**config.mk**
```make
export PLATFORM = sky130hd
export DESIGN_NAME = multicycle_controller
export DESIGN_NICKNAME = d
export VERILOG_FILES = /design/src/rtl/multicycle_controller.sv
export SDC_FILE = /design/constraint.sdc
export NUM_CORES = 1
export LEC_CHECK = 0
export ABC_AREA = 0
export CORE_MARGIN = 1
export CORE_UTILIZATION = 37
export CTS_CLUSTER_DIAMETER = 60
export DETAILED_ROUTE_END_ITERATION = 7
export GPL_TIMING_DRIVEN = 0
export PLACE_DENSITY = 0.79
export SYNTH_ARGS = -nofsm -noshare
export SYNTH_HDL_FRONTEND = slang
export SYNTH_SLANG_ARGS = --single-unit
```
**constraint.sdc**
```tcl
create_clock -name clk -period 1.9 [get_ports clk]
set_clock_uncertainty 0.05 [all_clocks]
set_input_delay 0.285 -clock clk [delete_from_list [all_inputs] [get_ports clk]]
set_output_delay 0.285 -clock clk [all_outputs]
set_load 0.005 [all_outputs]
```
**src/rtl/multicycle_controller.sv**
```systemverilog
// rtl/multicycle_controller.sv - Moore control FSM for the multicycle RV32I shared-ALU datapath
module multicycle_controller #(
    parameter int STATE_W = 4
) (
    input  logic               clk,
    input  logic               reset,
    input  logic [6:0]         op,
    input  logic [2:0]         funct3,
    input  logic               funct7b5,
    input  logic               Zero,
    input  logic               ALUResultb31,
    output logic               PCWrite,
    output logic               AdrSrc,
    output logic               MemWrite,
    output logic               IRWrite,
    output logic [1:0]         ResultSrc,
    output logic [1:0]         ALUSrcA,
    output logic [1:0]         ALUSrcB,
    output logic [2:0]         ImmSrc,
    output logic [2:0]         ALUControl,
    output logic               RegWrite,
    output logic               InstrDone,
    output logic [STATE_W-1:0] State
);

    localparam logic [STATE_W-1:0] FETCH    = STATE_W'(0);
    localparam logic [STATE_W-1:0] DECODE   = STATE_W'(1);
    localparam logic [STATE_W-1:0] MEMADR   = STATE_W'(2);
    localparam logic [STATE_W-1:0] MEMREAD  = STATE_W'(3);
    localparam logic [STATE_W-1:0] MEMWB    = STATE_W'(4);
    localparam logic [STATE_W-1:0] MEMWRITE = STATE_W'(5);
    localparam logic [STATE_W-1:0] EXECR    = STATE_W'(6);
    localparam logic [STATE_W-1:0] EXECI    = STATE_W'(7);
    localparam logic [STATE_W-1:0] ALUWB    = STATE_W'(8);
    localparam logic [STATE_W-1:0] BRANCH   = STATE_W'(9);
    localparam logic [STATE_W-1:0] JAL      = STATE_W'(10);
    localparam logic [STATE_W-1:0] LUI      = STATE_W'(11);

    localparam logic [6:0] OP_LW   = 7'b0000011;
    localparam logic [6:0] OP_SW   = 7'b0100011;
    localparam logic [6:0] OP_R    = 7'b0110011;
    localparam logic [6:0] OP_I    = 7'b0010011;
    localparam logic [6:0] OP_BR   = 7'b1100011;
    localparam logic [6:0] OP_JAL  = 7'b1101111;
    localparam logic [6:0] OP_LUI  = 7'b0110111;

    localparam logic [1:0] ALUOP_ADD   = 2'b00;
    localparam logic [1:0] ALUOP_SUB   = 2'b01;
    localparam logic [1:0] ALUOP_FUNCT = 2'b10;

    logic [STATE_W-1:0] stateNext;
    logic [1:0]         aluOp;
    logic               branchTaken;

    always_ff @(posedge clk or posedge reset) begin
        if (reset) State <= FETCH;
        else       State <= stateNext;
    end

    always_comb begin
        stateNext = FETCH;
        case (State)
            FETCH:  stateNext = DECODE;
            DECODE: begin
                case (op)
                    OP_LW, OP_SW: stateNext = MEMADR;
                    OP_R:         stateNext = EXECR;
                    OP_I:         stateNext = EXECI;
                    OP_BR:        stateNext = BRANCH;
                    OP_JAL:       stateNext = JAL;
                    OP_LUI:       stateNext = LUI;
                    default:      stateNext = FETCH;
                endcase
            end
            MEMADR:  stateNext = op[5] ? MEMWRITE : MEMREAD;
            MEMREAD: stateNext = MEMWB;
            EXECR, EXECI, JAL, LUI: stateNext = ALUWB;
            default: stateNext = FETCH;
        endcase
    end

    always_comb begin
        case (funct3)
            3'b000:  branchTaken = Zero;
            3'b001:  branchTaken = ~Zero;
            3'b100:  branchTaken = ALUResultb31;
            3'b101:  branchTaken = ~ALUResultb31;
            default: branchTaken = 1'b0;
        endcase
    end

    always_comb begin
        PCWrite   = 1'b0;
        AdrSrc    = 1'b0;
        MemWrite  = 1'b0;
        IRWrite   = 1'b0;
        ResultSrc = 2'b00;
        ALUSrcA   = 2'b00;
        ALUSrcB   = 2'b00;
        RegWrite  = 1'b0;
        InstrDone = 1'b0;
        aluOp     = ALUOP_ADD;
        case (State)
            FETCH: begin
                IRWrite   = 1'b1;
                ALUSrcB   = 2'b10;
                ResultSrc = 2'b10;
                PCWrite   = 1'b1;
            end
            DECODE: begin
                ALUSrcA = 2'b01;
                ALUSrcB = 2'b01;
            end
            MEMADR: begin
                ALUSrcA = 2'b10;
                ALUSrcB = 2'b01;
            end
            MEMREAD: AdrSrc = 1'b1;
            MEMWB: begin
                ResultSrc = 2'b01;
                RegWrite  = 1'b1;
                InstrDone = 1'b1;
            end
            MEMWRITE: begin
                AdrSrc    = 1'b1;
                MemWrite  = 1'b1;
                InstrDone = 1'b1;
            end
            EXECR: begin
                ALUSrcA = 2'b10;
                aluOp   = ALUOP_FUNCT;
            end
            EXECI: begin
                ALUSrcA = 2'b10;
                ALUSrcB = 2'b01;
                aluOp   = ALUOP_FUNCT;
            end
            ALUWB: begin
                RegWrite  = 1'b1;
                InstrDone = 1'b1;
            end
            BRANCH: begin
                ALUSrcA   = 2'b10;
                aluOp     = ALUOP_SUB;
                PCWrite   = branchTaken;
                InstrDone = 1'b1;
            end
            JAL: begin
                ALUSrcA = 2'b01;
                ALUSrcB = 2'b10;
                PCWrite = 1'b1;
            end
            LUI: begin
                ALUSrcA = 2'b11;
                ALUSrcB = 2'b01;
            end
            default: ;
        endcase
    end

    // op[5] separates R-type from I-type so addi with instr[30] set stays an add
    always_comb begin
        ALUControl = 3'b000;
        case (aluOp)
            ALUOP_SUB: ALUControl = 3'b001;
            ALUOP_FUNCT: begin
                case (funct3)
                    3'b000:  ALUControl = (op[5] & funct7b5) ? 3'b001 : 3'b000;
                    3'b010:  ALUControl = 3'b101;
                    3'b100:  ALUControl = 3'b100;
                    3'b110:  ALUControl = 3'b011;
                    3'b111:  ALUControl = 3'b010;
                    default: ALUControl = 3'b000;
                endcase
            end
            default: ALUControl = 3'b000;
        endcase
    end

    always_comb begin
        case (op)
            OP_SW:   ImmSrc = 3'b001;
            OP_BR:   ImmSrc = 3'b010;
            OP_JAL:  ImmSrc = 3'b011;
            OP_LUI:  ImmSrc = 3'b100;
            default: ImmSrc = 3'b000;
        endcase
    end

endmodule

```
Yosys cells after proc, flatten, opt, wreduce, memory -nomap -nowiden
Index checks and enable logic that the tools add are counted.
{"block": "op_classes", "n_eq_ne": 26, "mux": 18, "bitwise_logic": 3, "reduce_logical": 12}
{"cell": "$pmux W4 S6", "n": 1}
{"cell": "$eq A7 B6 Y1 const B", "n": 3}
{"cell": "$pmux W4 S5", "n": 1}
{"cell": "$eq A4 B3 Y1 const B", "n": 4}
{"cell": "$eq A4 B4 Y1 const B", "n": 4}
{"cell": "$reduce_or A4 Y1", "n": 4}
{"cell": "$pmux W3 S5", "n": 1}
{"cell": "$eq A7 B7 Y1 const B", "n": 2}
{"cell": "$eq A3 B3 Y1 const B", "n": 4}
{"cell": "$pmux W2 S2", "n": 3}
{"cell": "$pmux W3 S4", "n": 1}
{"cell": "$reduce_or A2 Y1", "n": 6}
{"cell": "$eq A4 B2 Y1 const B", "n": 2}
{"cell": "$eq A7 B2 Y1 const B", "n": 1}
{"cell": "$eq A7 B5 Y1 const B", "n": 1}
{"cell": "$mux W1", "n": 6}
{"cell": "$pmux W2 S3", "n": 1}
{"cell": "$pmux W3 S2", "n": 1}
{"cell": "$eq A4 B1 Y1 const B", "n": 1}
{"cell": "$logic_not A4 Y1", "n": 1}
{"cell": "$pmux W1 S4", "n": 1}
{"cell": "$eq A3 B1 Y1 const B", "n": 1}
{"cell": "$eq A3 B2 Y1 const B", "n": 1}
{"cell": "$logic_not A3 Y1", "n": 1}
{"cell": "other kinds (6)", "n": 7}
{"block": "word_totals", "ff_bits": 4, "input_bits": 15, "out_inout_bits": 22}

Longest topological paths before layout
Gate-level depths: netlist (run 1).
{"block": "logic_depth", "depth_word": 5, "mapped_depth": 8, "depth_no_buf": 6}

Worst setup path after synthesis (run 1)
Ideal clock, no wire load.
{"block": "synth_timing", "path_type": "flip-flop to output port", "start": "register State[1]", "end": "output ALUControl[0]", "arrival_time_ns": 1.461, "setup_slack_ns": 0.104, "path_stages_with_launch": 9, "path_buffers": 2, "cell_sequence": "dfrtp_1 -> buf_6 -> clkbuf_1 -> nand3b_1 -> inv_1 -> ha_1 -> nor2b_1 -> o21ai_0 -> a21oi_1"}
{"block": "synth_via", "elab_chain_cells": 5, "word_cells_on_any_way": 8, "cone_classes": "eq/ne (5); mux (2); reduce/logical (1)"}
{"element": "from (decl)", "line": "23", "source": "output logic [STATE_W-1:0] State"}
{"element": "from (signal assigned)", "line": "57", "source": "else State <= stateNext;"}
{"element": "$eq A4 B3 Y1", "line": "103", "source": "case (State)"}
{"element": "$reduce_or A2 Y1 (no line)"}
{"element": "$pmux W2 S2 (*)", "line": "103"}
{"element": "$eq A2 B2 Y1 or $eq A2 B1 Y1 (tied branches)", "line": "164", "source": "case (aluOp)"}
{"element": "$pmux W3 S2 (*)", "line": "164"}
{"element": "to (decl)", "line": "20", "source": "output logic [2:0] ALUControl,"}
Every way passes the cells marked *; elsewhere a longest branch is shown, timed or not.

Worst setup path after layout (run 1)
{"block": "layout_timing", "start": "register State[3]", "end": "output ALUControl[0]"}
Same word-level chain as after synthesis.

==> metrics.txt, run 1 <==
post-synth cell types 39; Synth Warn # 0; commonest non-fill, non-tap cell in the layout buf_4; Initial DRC Count 20; Top reg by flops State; failing checks setup timing; Layout area overhead 97.8%; total power 0.000733 W; Max rail drop VDD 0.560 mV; Die Wd 43.0 um; post-DP HPWL 1.33 mm; Vias 802; Critical Path Source Type flip-flop; I/O pin count 37; DRT Wirelength 2.13 mm; IO Port Bufs 35; met2 wire len 1.13 mm; crit path launch State[3]; clock buffer depth 2; Site Rows 14; Syn Nets 97; Nets 153; area of the multi-input gates 587 um2; top flop regs State x4; Post-CTS Hold Fix Bufs 0; Worst slew margin 82.8%; die area 1850 um2; initial antenna violation count 0; Max Cap Viol 0; H-tree levels 1; vias in the first global route 770; metal3 WL 122 um; Post-DRT Antenna Nets 0; CTS tree built; Leak 0.574 nW; met1 WL 877 um; first-pass GRT wire length 3.51 mm; core area 1540 um2; register area 105 um2; Avg Cell Area, Syn 7.77 um2; Synth Instances 80; cts bufs inserted 3; CP required 1.56 ns; Max Clk Rate 0.477 GHz; Root Buffer clkbuf_4; final hold violations 0; max FFs per register 4; status complete, but fails checks; gp weighted congestion 0.815; Num Clock Sinks 4; most frequent cells in the layout 17 x buf_4, 13 x clkdlybuf4s50_1, 10 x buf_2, 9 x dlygate4sd2_1, 6 x inv_1; clk_lat worst skew 0.24 ns; Seq/Total Area, Yosys 16.1%; Synth top area share 16.1%; r2r startpoint State[2]; Hold Slack 0.170 ns; DRC Markers 0; Tightest Hold Check Type in -> async; share of layout cells above drive strength 1 47.8%; Post-Syn Area 622 um2; CP Capture Type output port; unrepaired setup endpoints after global routing yes; largest net degree at the start of global routing 11; minimum clock period 2.10 ns; max layer used met3; power density cells 596 nW/um2; ANT cells 0; # setup viols final 5; total track usage 25.2%; Fill cells 113; drt pass-1 iters 4; DIE HEIGHT 43.0 um; Worst Setup Path Type reg -> out; CP Max Fanout 2; vias per cell 5.35; Synth area leader dfrtp_1; max-slew violation count 0; clock-pin slew on the worst setup and hold paths 0.04 ns; Yosys reg bits 4; fin crit share 110%; synth top area cells dfrtp_1 16%, xnor2_1 5.6%, nor2b_1 5.0%; Worst-Margin Slew 0.257 ns; Initial Util 40.3%; critical path arrival 1.76 ns; final worst slack -0.196 ns; GRT overflow 0; WL/cell 14.2 um
==> kinds of logic (layout without fill, tap and decap cells) <==
kind of cell	Yosys count	count (layout)	synth area share, %
mux	3	3	5.03
buf+inv	13	67	10.1
fa+ha+maj	2	2	4.02
flops	4	4	16.1
compound gates	14	14	16.3
xor+xnor	6	6	8.45
simple gates	38	38	40.0
==> layout make-up <==
class / instances / area share, %
multi-input cells: 63 / 47.7
plain buffers: 5 / 3.56
inverters: 6 / 1.83
repair buffers: 53 / 34.9
clock buffers: 3 / 1.83
flip-flops and latches: 4 / 8.55
well taps: 16 / 1.63
==> cells in the mapped netlist, drive strengths merged <==
library cell / instances
mux2: 1
and3b: 1
or4b: 1
nand2b: 1
nand3: 1
nor4: 2
ha: 2
a2111oi: 2
a21oi: 2
o21ai: 4
o31a: 1
xor2: 2
nor3b: 3
xnor2: 4
o22ai: 1
nand3b: 3
and4b: 1
mux2i: 2
or3: 2
nand2: 4
a211o: 1
nor2b: 5
nor4b: 1
dfrtp: 4
inv: 6
nor2: 4
nand4bb: 2
a2bb2oi: 1
buf: 5
clkbuf: 2
a21o: 2
and2: 1
or2: 1
nor3: 4
nor4bb: 1
==> report_power, final <==
part	internal, W	switching [W]
clock	0.0000709	0.0000383
combinational	0.000287	0.000198
sequential	0.000103	0.0000356
total	0.000461	0.000272
==> per-stage QoR <==
step / setup slack, ns / setup TNS (ns) / util, % / instance area (um2) / instances
final: -0.196 / -0.482 / 79.8 / 1230 / 150
after floorplan: 0.104 / 0 / - / 622 / 80
after detailed placement: -0.560 / -3.77 / 64.4 / 992 / 131
after global placement: -0.540 / -3.53 / 64.4 / 992 / 131
after global routing: -0.286 / -0.957 / 79.8 / 1230 / 150
after CTS: -0.256 / -0.392 / 77.4 / 1190 / 146
==> routing by layer <==
metal	vias up	GRT usage, %
met1	376	26.2
li1	395	-
met4	0	3.64
met3	0	5.96
met5	-	0
met2	31	50.9
==> worst max-delay path: stages, from the launching register on <==
cell and delay, ns:
dfrtp_2 0.40, buf_6 0.12, nand3b_1 0.17, inv_1 0.08, ha_2 0.17, nor2b_4 0.15, buf_6 0.10, o21ai_2 0.04
a21oi_1 0.17, buf_2 0.14
==> final timing paths <==
check                                 to  slack, ns  cells after the start
hold / removal                  State[0]       0.17                      2
hold reg to reg                 State[0]       0.60                      2
setup / recovery           ALUControl[0]      -0.20                      9
max in group asynchronous       State[1]       1.46                      2
min in group clk                State[0]       0.50                      3
setup reg to reg                State[1]       0.06                      5
==> repair_timing <==
action | in CTS | in global routing
gates cloned | 0 | 0
buffers inserted | 13 | 6
endpoints found under the setup margin | 18 | 8
pin swaps | 8 | 5
resized for setup | 74 | 19
(Power assumes the default switching activity.)
==> inputs of run 2 (changes only) <==
--- a/config.mk
+++ b/config.mk
@@ -7,11 +7,11 @@
 export LEC_CHECK = 0
 export ABC_AREA = 0
 export CORE_MARGIN = 1
-export CORE_UTILIZATION = 37
+export CORE_UTILIZATION = 39
 export CTS_CLUSTER_DIAMETER = 60
 export DETAILED_ROUTE_END_ITERATION = 7
 export GPL_TIMING_DRIVEN = 0
-export PLACE_DENSITY = 0.79
+export PLACE_DENSITY = 0.83
 export SYNTH_ARGS = -nofsm -noshare
 export SYNTH_HDL_FRONTEND = slang
 export SYNTH_SLANG_ARGS = --single-unit
==> constraint.sdc (replaced) <==
create_clock -name clk -period 2.5 [get_ports clk]
set_clock_uncertainty 0.05 [all_clocks]
set_input_delay 0.375 -clock clk [delete_from_list [all_inputs] [get_ports clk]]
set_output_delay 0.375 -clock clk [all_outputs]
set_load 0.005 [all_outputs]
==> run 2 against run 1 <==
  * The run now ends clean
  * Clock-buffer cell count stayed put
  * Hold slack better by 0.096 ns
  * Via count is 7.1% lower
  * Non-clock buffer count is 15 lower
  * Wire length is 16% lower
  * First-iteration DRC count is 35% lower
  * Sequential power is 29% lower
  * Combinational power is 23% lower
  * Clock power is 28% lower
  * Utilization is 7.7 points lower
  * Sequential cell count stayed put
  * Final cell count is 10% lower
  * Largest cell class unchanged
==> metrics.txt, run 2 (synthesized netlist as in run 1, its figures left out) <==
max-slew violation count 0 (unchanged); Worst slew margin 76.4% (-6.4 points); WL/cell 13.3 um (-6.3%); I/O pin count 37 (unchanged); unrepaired setup endpoints after global routing yes; core area 1490 um2 (-3.4%); top flop regs State x4; CP Max Fanout 10 (+8); GRT overflow 0 (unchanged); Psw 0.000188 W (-31%); ANT cells 0 (unchanged); clk_lat worst skew 0.23 ns (about the same); clock-pin slew on the worst setup and hold paths 0.04 ns (about the same); worst slack, placed -0.181 ns (+0.378 ns); Net Sw Frac 34.2% (-2.9 points); share of layout cells above drive strength 1 15.1% (-33 points); gp weighted congestion 0.826 (+1.4%); met2 Use GR 41.9% (-9.0 points); commonest non-fill, non-tap cell in the layout clkdlybuf4s50_1; DRT Wirelength 1.80 mm (-16%); Initial Util 41.8% (+1.4 points); final worst slack 0.0263 ns (+0.222 ns); Hold Slack 0.266 ns (+0.0961 ns); total track usage 21.0% (-4.2 points); Critical Path Source Type flip-flop; Layout area overhead 72.6%; drt pass-1 iters 4 (unchanged); # setup viols final 0 (-5); H-tree levels 1 (unchanged); Max Cap Viol 0 (unchanged); status complete, no violations; DRC Markers 0 (unchanged); Num Clock Sinks 4 (unchanged); Site Rows 14 (unchanged); Leak 0.454 nW (-21%); Initial DRC Count 13 (-35%); clock share of power 14.3% (-0.6 points); fin area 1070 um2 (-13%); Die Wd 41.9 um (-2.5%); clock buffer depth 2 (unchanged); Logic pwr share 67.7% (+1.5 points); Pint 0.000361 W (-22%); largest net degree at the start of global routing 11 (unchanged); total power 0.000549 W (-25%); minimum clock period 2.47 ns; Vias 745 (-7.1%); placed instance area 992 um2 (unchanged); most used routing layer met2; CP required 2.08 ns (+0.52 ns); DIE HEIGHT 41.9 um (-2.5%); die area 1760 um2 (-4.9%); Tightest Hold Check Type in -> async; Root Buffer clkbuf_4; vias per cell 5.52 (+3.2%); final hold violations 0 (unchanged); Fill cells 124 (+9.7%); Worst Setup Path Type reg -> out; Nets 138 (-9.8%); cts bufs inserted 3 (unchanged); most frequent cells in the layout 32 x clkdlybuf4s50_1, 6 x inv_1; CP Capture Type output port; post-DP HPWL 1.26 mm (-4.9%); Post-DRT Antenna Nets 0 (unchanged); fin crit share 98.9%; first-pass GRT wire length 2.90 mm (-17%); Max rail drop VDD 0.407 mV (-27%); vias in the first global route 696 (-9.6%); Seq pwr share 17.9% (-1.0 points); power density cells 512 nW/um2 (-14%); IO Port Bufs 35 (unchanged); CTS tree built; critical path arrival 2.05 ns (+0.29 ns); max FFs per register 4 (unchanged); Setup TNS 0 ns (+0.482 ns); Reg2Reg Depth 4 (-1); Max Clk Rate 0.404 GHz; met1 usage 21.8% (-4.4 points); met3 Use GR 2.61% (-3.3 points); Top reg by flops State; initial antenna violation count 0 (unchanged); Worst-Margin Slew 0.352 ns (+0.0947 ns)
==> run 2: cell type report <==
class / count / area [um2] / area share (%)
Timing Repair Buffer: 36 / 358 / 33.3
Sequential cell: 4 / 100 / 9.32
Inverter: 6 / 22.5 / 2.10
Buffer: 7 / 61.3 / 5.71
Multi-Input combinational cell: 63 / 489 / 45.6
Clock buffer: 3 / 22.5 / 2.10
Tap cell: 16 / 20.0 / 1.86
==> run 2: metrics by stage <==
step,utilization (%),instances
after floorplan,-,80
after global placement,66.6,131
after detailed placement,66.6,131
after CTS,71.1,135
after global routing,72.1,135
final,72.1,135
==> run 2: critical path: stages (launching register included) <==
cell and delay (ns):
dfrtp_1 0.39, buf_6 0.15, nand4bb_4 0.23, inv_1 0.08, ha_1 0.23, and4b_1 0.24, clkdlybuf4s50_1 0.49
==> run 2: final timing paths <==
path	from	endpoint	slack, ns
max	State[2]	ALUControl[1]	0.03
min	reset	State[2]	0.27
max reg2reg	State[1]	State[1]	0.82
min reg2reg	State[1]	State[0]	0.67
max in group asynchronous	reset	State[1]	1.99
min in group clk	op[5]	State[1]	0.63
==> run 2: power by group through the flow <==
stage	Sequential (W)	Clock (W)	Combinational [W]
6_report	0.0000986	0.0000787	0.000372
5_1_grt	0.000101	0.0000854	0.000401
4_1_cts	0.0000986	0.0000825	0.000368
3_5_place_dp	0.0000947	0	0.000359
3_3_place_gp	0.0000941	0	0.000351
2_1_floorplan	0.0000905	0	0.000168
==> run 2: metal layers <==
| metal | part of all wire [%] | up-vias |
|---|---|---|
| met3 | 7.0 | 2 |
| met4 | 1.0 | 0 |
| met5 | 0 | - |
| met2 | 53 | 41 |
| met1 | 39 | 336 |
| li1 | - | 366 |
==> run 2: repair_timing <==
item,in CTS,in global routing
buffers inserted,1,0
hold buffers,0,0
gates resized for setup,11,6
setup endpoints to repair,4,6
